$ cat src/rtl/io_uart_port.sv
`default_nettype none
// ============================================================================
// Module      : io_uart_port
// Description : UART peripheral behind the CPU I/O window. The low byte of each
//               write to address 64 is sent as an 8N1 frame (LSB first) on TXD.
//               Frames arriving on RXD are received and returned, with status
//               bits, on the address-65 read word.
// Ports       : CLK       - clock, rising edge
//               RESET     - synchronous active-high reset
//               IO64_OUT  - CPU output word, [7:0] is the byte to send
//               IO64_WE   - one-cycle strobe: new byte on IO64_OUT
//               IO65_RE   - one-cycle strobe: CPU read of the status word
//               RXD       - asynchronous serial input, idle high
//               TXD       - serial output, idle high
//               IO65_IN   - {TX_BUSY, RX_VALID, RX_OVERRUN, RX_FRAME_ERR,
//                            4'b0, RX_DATA}
// Revision    : 1.0 - initial release
// ============================================================================
module io_uart_port #(
    parameter int CLKS_PER_BIT = 434
) (
    input  logic        CLK,
    input  logic        RESET,
    input  logic [15:0] IO64_OUT,
    input  logic        IO64_WE,
    input  logic        IO65_RE,
    input  logic        RXD,
    output logic        TXD,
    output logic [15:0] IO65_IN
);

    localparam int CW = $clog2(CLKS_PER_BIT);
    localparam logic [CW-1:0] c_RELOAD  = CW'(CLKS_PER_BIT - 1);
    localparam logic [CW-1:0] c_HALF    = CW'(CLKS_PER_BIT / 2 - 1);
    localparam logic [CW-1:0] c_CNT_ONE = CW'(1);

    typedef enum logic [1:0] {
        S_IDLE  = 2'd0,
        S_START = 2'd1,
        S_DATA  = 2'd2,
        S_STOP  = 2'd3
    } state_t;

    // Upper half of the CPU output word carries nothing for this block.
    logic w_unused_hi;
    assign w_unused_hi = ^IO64_OUT[15:8];

    // ------------------------------------------------------------------ TX
    state_t          r_tx_state, w_tx_state;
    logic [CW-1:0]   r_tx_cnt,   w_tx_cnt;
    logic [2:0]      r_tx_bit,   w_tx_bit;
    logic [7:0]      r_tx_shift, w_tx_shift;
    logic            r_txd,      w_txd;
    logic            r_tx_busy,  w_tx_busy;

    always_comb begin
        w_tx_state = r_tx_state;
        w_tx_cnt   = r_tx_cnt;
        w_tx_bit   = r_tx_bit;
        w_tx_shift = r_tx_shift;
        w_txd      = r_txd;
        w_tx_busy  = r_tx_busy;
        case (r_tx_state)
            S_IDLE: begin
                w_txd = 1'b1;
                if (IO64_WE) begin
                    w_tx_shift = IO64_OUT[7:0];
                    w_tx_cnt   = c_RELOAD;
                    w_tx_state = S_START;
                    w_txd      = 1'b0;
                    w_tx_busy  = 1'b1;
                end
            end
            S_START: begin
                if (r_tx_cnt == '0) begin
                    w_tx_cnt   = c_RELOAD;
                    w_tx_bit   = 3'd0;
                    w_tx_state = S_DATA;
                    w_txd      = r_tx_shift[0];
                end else begin
                    w_tx_cnt = r_tx_cnt - c_CNT_ONE;
                end
            end
            S_DATA: begin
                if (r_tx_cnt == '0) begin
                    w_tx_cnt = c_RELOAD;
                    if (r_tx_bit == 3'd7) begin
                        w_tx_state = S_STOP;
                        w_txd      = 1'b1;
                    end else begin
                        // Shift so the next bit to send always sits in [0].
                        w_tx_bit   = r_tx_bit + 3'd1;
                        w_tx_shift = {1'b0, r_tx_shift[7:1]};
                        w_txd      = r_tx_shift[1];
                    end
                end else begin
                    w_tx_cnt = r_tx_cnt - c_CNT_ONE;
                end
            end
            S_STOP: begin
                if (r_tx_cnt == '0) begin
                    w_tx_state = S_IDLE;
                    w_tx_busy  = 1'b0;
                    w_txd      = 1'b1;
                end else begin
                    w_tx_cnt = r_tx_cnt - c_CNT_ONE;
                end
            end
            default: w_tx_state = S_IDLE;
        endcase
    end

    always_ff @(posedge CLK) begin
        if (RESET) begin
            r_tx_state <= S_IDLE;
            r_tx_cnt   <= '0;
            r_tx_bit   <= 3'd0;
            r_tx_shift <= 8'd0;
            r_txd      <= 1'b1;
            r_tx_busy  <= 1'b0;
        end else begin
            r_tx_state <= w_tx_state;
            r_tx_cnt   <= w_tx_cnt;
            r_tx_bit   <= w_tx_bit;
            r_tx_shift <= w_tx_shift;
            r_txd      <= w_txd;
            r_tx_busy  <= w_tx_busy;
        end
    end

    // ------------------------------------------------------------------ RX
    logic            r_rx_meta, r_rx_sync;
    state_t          r_rx_state, w_rx_state;
    logic [CW-1:0]   r_rx_cnt,   w_rx_cnt;
    logic [2:0]      r_rx_bit,   w_rx_bit;
    logic [7:0]      r_rx_shift, w_rx_shift;
    logic [7:0]      r_rx_data,  w_rx_data;
    logic            r_rx_valid, w_rx_valid;
    logic            r_rx_ovr,   w_rx_ovr;
    logic            r_rx_ferr,  w_rx_ferr;

    always_comb begin
        w_rx_state = r_rx_state;
        w_rx_cnt   = r_rx_cnt;
        w_rx_bit   = r_rx_bit;
        w_rx_shift = r_rx_shift;
        w_rx_data  = r_rx_data;
        w_rx_valid = r_rx_valid;
        w_rx_ovr   = r_rx_ovr;
        w_rx_ferr  = r_rx_ferr;
        // Read-clear first; a stop-bit event in the same cycle overrides it.
        if (IO65_RE) begin
            w_rx_valid = 1'b0;
            w_rx_ovr   = 1'b0;
            w_rx_ferr  = 1'b0;
        end
        case (r_rx_state)
            S_IDLE: begin
                if (!r_rx_sync) begin
                    w_rx_cnt   = c_HALF;
                    w_rx_state = S_START;
                end
            end
            S_START: begin
                if (r_rx_cnt == '0) begin
                    if (r_rx_sync) begin
                        w_rx_state = S_IDLE;   // false start, nothing recorded
                    end else begin
                        w_rx_cnt   = c_RELOAD;
                        w_rx_bit   = 3'd0;
                        w_rx_state = S_DATA;
                    end
                end else begin
                    w_rx_cnt = r_rx_cnt - c_CNT_ONE;
                end
            end
            S_DATA: begin
                if (r_rx_cnt == '0) begin
                    w_rx_cnt   = c_RELOAD;
                    w_rx_shift = {r_rx_sync, r_rx_shift[7:1]};
                    if (r_rx_bit == 3'd7) begin
                        w_rx_state = S_STOP;
                    end else begin
                        w_rx_bit = r_rx_bit + 3'd1;
                    end
                end else begin
                    w_rx_cnt = r_rx_cnt - c_CNT_ONE;
                end
            end
            S_STOP: begin
                if (r_rx_cnt == '0) begin
                    w_rx_state = S_IDLE;
                    if (r_rx_sync) begin
                        w_rx_data  = r_rx_shift;
                        w_rx_valid = 1'b1;
                        // Unread data being overwritten counts as overrun,
                        // unless the CPU is reading it in this very cycle.
                        w_rx_ovr   = w_rx_ovr | (r_rx_valid & ~IO65_RE);
                    end else begin
                        w_rx_ferr  = 1'b1;
                    end
                end else begin
                    w_rx_cnt = r_rx_cnt - c_CNT_ONE;
                end
            end
            default: w_rx_state = S_IDLE;
        endcase
    end

    always_ff @(posedge CLK) begin
        if (RESET) begin
            // Synchronizer resets to the idle line level so no false start.
            r_rx_meta  <= 1'b1;
            r_rx_sync  <= 1'b1;
            r_rx_state <= S_IDLE;
            r_rx_cnt   <= '0;
            r_rx_bit   <= 3'd0;
            r_rx_shift <= 8'd0;
            r_rx_data  <= 8'd0;
            r_rx_valid <= 1'b0;
            r_rx_ovr   <= 1'b0;
            r_rx_ferr  <= 1'b0;
        end else begin
            r_rx_meta  <= RXD;
            r_rx_sync  <= r_rx_meta;
            r_rx_state <= w_rx_state;
            r_rx_cnt   <= w_rx_cnt;
            r_rx_bit   <= w_rx_bit;
            r_rx_shift <= w_rx_shift;
            r_rx_data  <= w_rx_data;
            r_rx_valid <= w_rx_valid;
            r_rx_ovr   <= w_rx_ovr;
            r_rx_ferr  <= w_rx_ferr;
        end
    end

    assign TXD     = r_txd;
    assign IO65_IN = {r_tx_busy, r_rx_valid, r_rx_ovr, r_rx_ferr, 4'b0000, r_rx_data};

endmodule
`default_nettype wire
$ cat config.mk
export PLATFORM = sky130hd
export DESIGN_NAME = io_uart_port
export DESIGN_NICKNAME = d
export VERILOG_FILES = /design/src/rtl/io_uart_port.sv
export SDC_FILE = /design/constraint.sdc
export NUM_CORES = 1
export LEC_CHECK = 0
export BUFFER_PORTS_ARGS = -buffer_cell sky130_fd_sc_hd__buf_2
export CORE_UTILIZATION = 52
export CTS_CLUSTER_DIAMETER = 40
export DETAILED_ROUTE_END_ITERATION = 10
export PLACE_DENSITY = 0.82
export SLEW_MARGIN = 40
export SYNTH_ARGS = -nofsm -noshare
export SYNTH_HDL_FRONTEND = slang
export SYNTH_SLANG_ARGS = --single-unit
$ cat constraint.sdc
create_clock -name CLK -period 3.15 [get_ports CLK]
set_clock_uncertainty 0.1 [all_clocks]
set_input_delay 0.63 -clock CLK [delete_from_list [all_inputs] [get_ports CLK]]
set_output_delay 0.63 -clock CLK [all_outputs]
set_load 0.05 [all_outputs]
# Word-level counts from Yosys, hierarchy flattened
# Cells that the tools add are included.
[word_totals]
wordCells = 124
in_bits = 21
out_inout_bits = 17
ff_bits = 59
[op_classes]
n_eq_ne = 24
n_mux = 57
n_addsub = 4
n_bitwise = 3
n_reduce_logical = 20
[ops]
columns = ["operator", "count"]
rows = [
  ["$mux W9", 8],
  ["$pmux W9 S4", 1],
  ["$ne A2 B2 Y1 const B", 15],
  ["$pmux W9 S3", 1],
  ["$mux W8", 3],
  ["$mux W2", 11],
  ["$mux W3", 7],
  ["$mux W1", 19],
  ["$logic_not A9 Y1", 2],
  ["$sub A9 B1 Y9 const B", 2],
  ["$pmux W2 S4", 2],
  ["$pmux W8 S2", 1],
  ["$reduce_and A5 Y1", 3],
  ["$pmux W3 S2", 2],
  ["$reduce_and A3 Y1", 4],
  ["$eq A2 B2 Y1 const B", 4],
  ["$reduce_and A4 Y1", 2],
  ["$reduce_bool A2 Y1", 4],
  ["$add A3 B1 Y3 const B", 2],
  ["$eq A3 B3 Y1 const B", 2],
  ["$eq A2 B1 Y1 const B", 2],
  ["$logic_not A2 Y1", 2],
  ["$pmux W1 S4", 1],
  ["$reduce_and A2 Y1", 2],
  ["other kinds (6)", 6],
]

# Depth between registers and ports, before layout
# Gate-level depths: netlist (run 1).
[depth]
word_depth = 6
mapped_depth = 9
mapped_depth_nobuf = 7

# Worst setup path after synthesis (run 1)
# Ideal clock, no wire load.
[synth_timing]
path_kind = "register to register"
from = "register r_tx_bit[0]"
to = "register r_tx_shift[2]"
setup_ns = 0.086
required_ns = 2.964
period_less_slack_ns = 1.893
n_path_buf = 1
path_stages_with_launch = 9
path_slack_ns = 1.257
arrival_ns = 1.708
path_cell_list = "dfxtp_1 -> ha_1 -> ha_1 -> nor2b_1 -> nand4_1 -> a21oi_2 -> buf_4 -> nor2_1 -> a211oi_1"
[synth_via]
elab_chain_len = 3
[synth_rtl]
columns = ["item", "line", "source"]
rows = [
  ["from (decl)", "51", "logic [2:0] r_tx_bit, w_tx_bit;"],
  ["from (signal assigned)", "124", "r_tx_bit <= w_tx_bit;"],
  ["$eq A3 B3 Y1", "87", "if (r_tx_bit == 3'd7) begin"],
  ["$ne A2 B2 Y1 (no source line)", "-", ""],
  ["$reduce_and A4 Y1 (no source line)", "-", ""],
  ["to (signal assigned)", "125", "r_tx_shift <= w_tx_shift;"],
  ["to (decl)", "52", "logic [7:0] r_tx_shift, w_tx_shift;"],
]
# No other way between the ends.
# A chain may end at the register's enable or synchronous reset.

# Worst setup path after layout (run 1)
[layout_timing]
from = "register r_tx_bit[0]"
to = "register r_tx_shift[7]"
# The elaborated chain is that of the path after synthesis.

==> results of run 1 <==
[cell usage after synthesis (2+ instances only)]
cell / count
clkbuf_1: 10
buf_1: 2
a32oi_1: 2
a211oi_1: 10
nor2b_1: 10
buf_2: 3
nor4_1: 3
nor2_1: 40
and3_1: 2
nand4_1: 3
a211o_1: 2
o211ai_1: 2
dfxtp_1: 59
inv_1: 12
a21oi_2: 2
o31ai_1: 2
nand2b_1: 3
buf_4: 9
a41oi_1: 3
and2_1: 2
a21oi_1: 30
nor3b_1: 3
mux2i_1: 22
o21ai_0: 17
o211a_1: 2
nor3_2: 3
a31oi_1: 2
ha_1: 16
a32o_1: 2
or4_1: 3
or2_2: 3
nor3_1: 12
nand3_1: 8
nand2_1: 23
[cell type report]
cell class                 count  area, um2  share of cell area, %
multi-input combinational    258       1690                   50.4
sequential                    59       1180                   35.3
timing repair buffer          28        148                   4.41
clock buffer                  11        141                   4.22
tap                           72       90.1                   2.69
clock inverter                 5       52.6                   1.57
inverter                      13       48.8                   1.46
[sequential cells by signal, summed over array words and instances, names as in the netlist, 2 cells and up, named ones only]
signal      flops
r_tx_state      2
r_rx_data       8
r_rx_cnt        9
r_tx_shift      8
r_tx_cnt        9
r_tx_bit        3
r_rx_shift      8
r_rx_bit        3
[report_power, final]
| part | switching (mW) | leakage, nW | total (mW) | internal (mW) |
|---|---|---|---|---|
| clock network | 0.291 | 0.0991 | 0.673 | 0.382 |
| registers | 0.111 | 0.481 | 0.986 | 0.875 |
| logic | 0.728 | 0.824 | 1.17 | 0.446 |
[per-stage QoR]
step | utilization, % | setup slack, ns
floorplan | - | 1.26
global placement | 56.6 | 0.889
detailed placement | 56.6 | 0.830
CTS | 60.0 | 0.812
global route | 60.0 | 0.622
finish | 60.0 | 0.832
[kinds of logic (layout without fill, tap and decap cells)]
logic type      count (synthesis)  in the layout
compound gates                 90             90
xor+xnor                        1              1
fa+ha+maj                      16             16
buf+inv                        38             57
flops                          59             59
mux                            22             22
other cells                     1              4
simple gates                  125            125
[worst min-delay path by stage]
| stage | from | cells past startpoint | slack (ns) | endpoint |
|---|---|---|---|---|
| finish | r_rx_meta | 1 | 0.31 | r_rx_sync |
| global route | r_rx_meta | 1 | 0.33 | r_rx_sync |
| CTS | r_rx_meta | 1 | 0.32 | r_rx_sync |
| detailed placement | r_rx_meta | 1 | 0.30 | r_rx_sync |
| global placement | r_rx_meta | 1 | 0.29 | r_rx_sync |
| floorplan | r_rx_meta | 1 | 0.29 | r_rx_sync |
[routing by layer]
layer / track usage, % / vias up
li1: - / 1287
met1: 23.4 / 1219
met2: 37.5 / 64
met3: 7.44 / 10
met4: 7.96 / 0
met5: 0 / -
==> metrics.md, run 1 <==
| Metric | Value |
|---|---|
| Crit Path Category | reg2reg |
| Post-CTS Hold Buffers | 0 |
| Cell variety after synth | 59 |
| Mapped Avg Cell Area | 8.64 um2 |
| Global-route wire length before repair | 10.3 mm |
| Hold WS | 0.313 ns |
| Period minus WS final | 2.32 ns |
| Critical path depth | 7 |
| Top sig layer | met4 |
| Initial antenna violation count | 0 |
| Worst VDD drop | 0.000452 V |
| Maxcap violations | 0 |
| Final setup vio count | 0 |
| PostCTS Resize Cnt | 0 |
| Worst min-delay path class | reg2reg |
| Overall Power | 2.83 mW |
| WL final | 5.98 mm |
| Number of remaining DRC errors | 0 |
| Worst Setup Start Kind | flip-flop |
| M1 WL | 2.67 mm |
| Mapped cell area | 3040 um2 |
| Mapped Cells | 352 |
| Layout net count | 406 |
| Placement row count | 27 |
| Worst-margin pin slew | 0.629 ns |
| Setup tns final | 0 ns |
| Met3 wire length | 280 um |
| Critical Path End | r_tx_shift[7] |
| Most frequent cells in the layout | 59 x dfxtp_1, 40 x nor2_1, 30 x a21oi_1 |
| Slew Viols, Final | 0 |
| WL per Instance | 13.4 um |
| DR WL met2 | 2.93 mm |
| Most used cell, CP | ha_1 |
| Worst reg-to-reg path cell count | 7 |
| Crit path buf inv count | 0 |
| Synth Area in Compound Gates | 19.8% |
| Vias in the first global route | 2,419 |
| Later-pin clock latency in the skew report | 0.34 ns |
| Iter 0 DRT Violations | 108 |
| Inserted Clock Buffers | 9 |
| CTS Root Cell | clkbuf_8 |
| Top delay family on crit path | compound AO/OA/AOI/OAI gates |
| LEAKAGE | 1.40 nW |
| Core ar. | 5570 um2 |
| First drt pass iteration count | 4 |
| Final Hold Viols | 0 |
| Post-CTS setup repair buffer count | 0 |
| Final ANT Viol Nets | 0 |
| Post-synth EDFFs | 0 |
| Synthesis-to-finish area growth | 9.99% |
| Async set or reset register ratio after synthesis | 0% |
| DP Wirelength | 4.14 mm |
| Flops & latches, synth | 59 |
| Adder-cell share of the synthesized area | 6.58% |
| Sequential area share after synthesis | 38.8% |
| Max incr delay on CP | 0.57 ns |
| Cell area after layout | 3350 um2 |
| Number of synthesis warnings | 0 |
| Fillers | 516 |
| PwrDens | 846 nW/um2 |
| Ranking of synthesized cells by area | dfxtp_1 39%, mux2i_1 7.2%, ha_1 6.6% |
| CP Max Fanout | 15 |
| I/O Buffers | 25 |
| Initial Utilization | 54.6% |
| Die Ht | 78.5 um |
| CP required | 3.26 ns |
| Clk sinks | 59 |
| Worst r2r dst | r_tx_shift[7] |
| Htree depth | 3 |
| Post-synth top flop | dfxtp_1 |
| Placed inst area | 3150 um2 |
| GRT Resource Usage Total | 21.3% |
| Post-synth top area share | 38.8% |
| Synth Area in XOR/XNOR | 0.288% |
| Ports | 38 |
| Cell taking the most area after synthesis | dfxtp_1 |
| Grt ovf | 0 |
| CTS tree | yes |
| Data arrival time of the worst path | 2.43 ns |
| Vias per cell | 5.78 |
| Simple-gate share of the synthesized area | 21.0% |
| Placed cells | 430 |
| Die X-Extent | 78.5 um |
| Largest net degree at the start of global routing | 49 |
| CP Capture Type | flip-flop |
| Share of cells above drive strength 1 | 15.2% |
| Slew HR | 58.1% |
| Die ar. | 6160 um2 |
| Status | completed |
| Main combinational cell family by area after synthesis | simple AND/OR/NAND/NOR gates |
| Mux cell area share after synthesis | 7.24% |
| Tcrit/Tclk final | 73.6% |
| FF-to-FF setup slack | 0.83 ns |
| Max clock buf depth | 2 |
| DR vias | 2,580 |
| RSZ-0062 raised after global routing | false |
| Reg-to-Reg Start | r_tx_bit[0] |
| Clock slew at reported path FFs | 0.06 ns |
| Final Wtd Congestion | 0.833 |
| Cell Count, Final, Fillers Out | 446 |
| CP Cell Sequence | ha_1, ha_1, nor2b_1, nand4_1, a21oi_2, mux2i_1, nor2_1 |
| ANT cells | 0 |
| CP Launch Point | r_tx_bit[0] |
| Slowest cell on the critical path | a21oi_2 |
| Fmax | 431 MHz |
| Most common cell after layout, fill and taps aside | dfxtp_1 |
No activity file was read; power rests on OpenSTA's default activity.
==> inputs of run 2 (changes only) <==
- clock period: 3.15 -> 2.15 ns (I/O delays scaled with it)
==> metrics.md, run 2 (synthesized netlist as in run 1, its figures left out) <==
| Metric | Value |
|---|---|
| Most common cell after layout, fill and taps aside | dfxtp_1 |
| Top delay family on crit path | simple AND/OR/NAND/NOR gates |
| Crit Path Category | reg2reg |
| CTS Root Cell | clkbuf_8 |
| Worst r2r dst | r_tx_cnt[7] |
| Placement row count | 27 (unchanged) |
| Layout net count | 419 (+3.2%) |
| Max incr delay on CP | 0.37 ns (-0.20 ns) |
| Share of cells above drive strength 1 | 19.0% (+3.7 points) |
| Worst reg-to-reg path cell count | 7 (unchanged) |
| Later-pin clock latency in the skew report | 0.33 ns (about the same) |
| Min-delay src | IO65_RE |
| Worst VDD drop | 0.000876 V (+94%) |
| Fmax | 480 MHz (+11%) |
| Biggest regs | r_rx_cnt (9), r_tx_cnt (9) |
| Hold Path End | r_rx_ovr |
| Inserted Clock Buffers | 9 (unchanged) |
| PwrDens | 1270 nW/um2 (+50%) |
| CP Max Fanout | 4 (-11) |
| Slowest cell on the critical path | dfxtp_1 |
| Tcrit/Tclk final | 96.9% (+23 points) |
| Die Ht | 78.5 um (unchanged) |
| Iter 0 DRT Violations | 138 (+28%) |
| Maxcap violations | 0 (unchanged) |
| Worst min-delay path class | in2reg |
| DP Wirelength | 4.41 mm (+6.4%) |
| Overall Power | 4.42 mW (+56%) |
| Synthesis-to-finish area growth | 14.4% |
| FF-to-FF setup slack | 0.07 ns (-0.76 ns) |
| Slew Viols, Final | 0 (unchanged) |
| Die ar. | 6160 um2 (unchanged) |
| Fillers | 514 (-0.39%) |
| Status | completed |
| DR vias | 2,595 (+0.58%) |
| Die X-Extent | 78.5 um (unchanged) |
| CP Cell Sequence | inv_1, ha_1, or2_2, a41oi_2, nand3b_1, nor3_1, a211oi_1 |
| Final Wtd Congestion | 0.837 (+0.47%) |
| RSZ-0062 raised after global routing | true |
| Clock slew at reported path FFs | 0.06 ns (about the same) |
| Final Hold Viols | 0 (unchanged) |
| Final setup vio count | 0 (unchanged) |
| Slew HR | 62.6% (+4.5 points) |
| Max clock buf depth | 2 (unchanged) |
| Ports | 38 (unchanged) |
| WL final | 6.28 mm (+5.0%) |
| First drt pass iteration count | 4 (unchanged) |
| CP required | 2.25 ns (-1.01 ns) |
| GRT Resource Usage Total | 22.5% (+1.2 points) |
| Placed inst area | 3260 um2 (+3.3%) |
| Register area | 1180 um2 (unchanged) |
| LEAKAGE | 1.47 nW (+4.7%) |
| Hold Crit Depth | 2 (+1) |
| Grt ovf | 0 (unchanged) |
| Final ANT Viol Nets | 0 (unchanged) |
| M1 WL | 2.70 mm (+1.1%) |
| Initial antenna violation count | 0 (unchanged) |
| Number of remaining DRC errors | 0 (unchanged) |
| Worst-margin pin slew | 0.560 ns (-0.0682 ns) |
| Crit path buf inv count | 1 (+1) |
| Critical path depth | 7 (unchanged) |
| Cell area after layout | 3480 um2 (+4.0%) |
| Period minus WS final | 2.08 ns (-0.235 ns) |
| I/O Buffers | 25 (unchanged) |
| Area taken by multi-input logic gates | 1720 um2 (+2.2%) |
| Largest net degree at the start of global routing | 21 (-57%) |
| Core ar. | 5570 um2 (unchanged) |
| Reg-to-Reg Start | r_tx_state[0] |
| Global-route wire length before repair | 11.0 mm (+6.9%) |
| WL per Instance | 13.7 um (+2.5%) |
| Vias per cell | 5.68 (-1.8%) |
| ANT cells | 0 (unchanged) |
| CP Capture Type | flip-flop |
| Top sig layer | met4 |
| Initial Utilization | 54.6% (unchanged) |
| Worst Setup Start Kind | flip-flop |
| Vias in the first global route | 2,518 (+4.1%) |
| DR WL met2 | 3.21 mm (+9.4%) |
| Most frequent cells in the layout | 59 x dfxtp_1, 40 x nor2_1, 30 x a21oi_1 |
| CTS tree | yes |
| Clk sinks | 59 (unchanged) |
| Data arrival time of the worst path | 2.18 ns (-0.25 ns) |
| Met3 wire length | 276 um (-1.4%) |
| Htree depth | 3 (unchanged) |
[run 2: what timing repair did]
action,in CTS,in global routing
resized for setup,0,9
endpoints found under the setup margin,0,28
hold buffers,0,0
setup buffers,0,1
[run 2: worst max-delay path by stage]
stage                        startpoint             to  slack (ns)
final                     r_tx_state[0]    r_tx_cnt[7]        0.07
after global placement      r_tx_cnt[0]    r_tx_cnt[8]        0.14
after floorplan             r_tx_bit[0]  r_tx_shift[2]        0.26
after detailed placement    r_tx_cnt[0]    r_tx_cnt[6]        0.10
after global routing      r_tx_state[0]    r_tx_cnt[7]       -0.06
after CTS                   r_tx_cnt[0]    r_tx_cnt[6]        0.05
[run 2: final cells by class]
cell class                 count  area share (%)
clock inverter                 3            1.15
tap                           72            2.59
timing repair buffer          41            7.40
inverter                      13            1.40
clock buffer                  11            4.06
sequential                    59            33.9
multi-input combinational    258            49.5
[run 2: metrics by stage]
| stage | cells | worst slack (ns) | setup TNS (ns) | hold slack, ns | utilization (%) |
|---|---|---|---|---|---|
| 4_1_cts | 456 | 0.0495 | 0 | 0.150 | 61.7 |
| 3_3_place_gp | 442 | 0.138 | 0 | 0.301 | 58.4 |
| 3_5_place_dp | 442 | 0.102 | 0 | 0.295 | 58.4 |
| 5_1_grt | 457 | -0.0633 | -0.0947 | 0.153 | 62.4 |
| 2_1_floorplan | 355 | 0.257 | 0 | 0.289 | - |
| 6_report | 457 | 0.0676 | 0 | 0.167 | 62.4 |
[run 2: metal layers]
metal  vias up  GRT usage [%]
met5         -              0
met4         0           8.33
met3        15           6.40
met2        57           39.0
met1      1210           26.2
li1       1313              -
[run 2: power breakdown]
group	switching, mW	internal [mW]	leakage (nW)	total (mW)
Combinational	1.15	0.854	0.894	2.01
Clock	0.406	0.550	0.0950	0.956
Sequential	0.171	1.28	0.481	1.45
Total	1.73	2.69	1.47	4.42
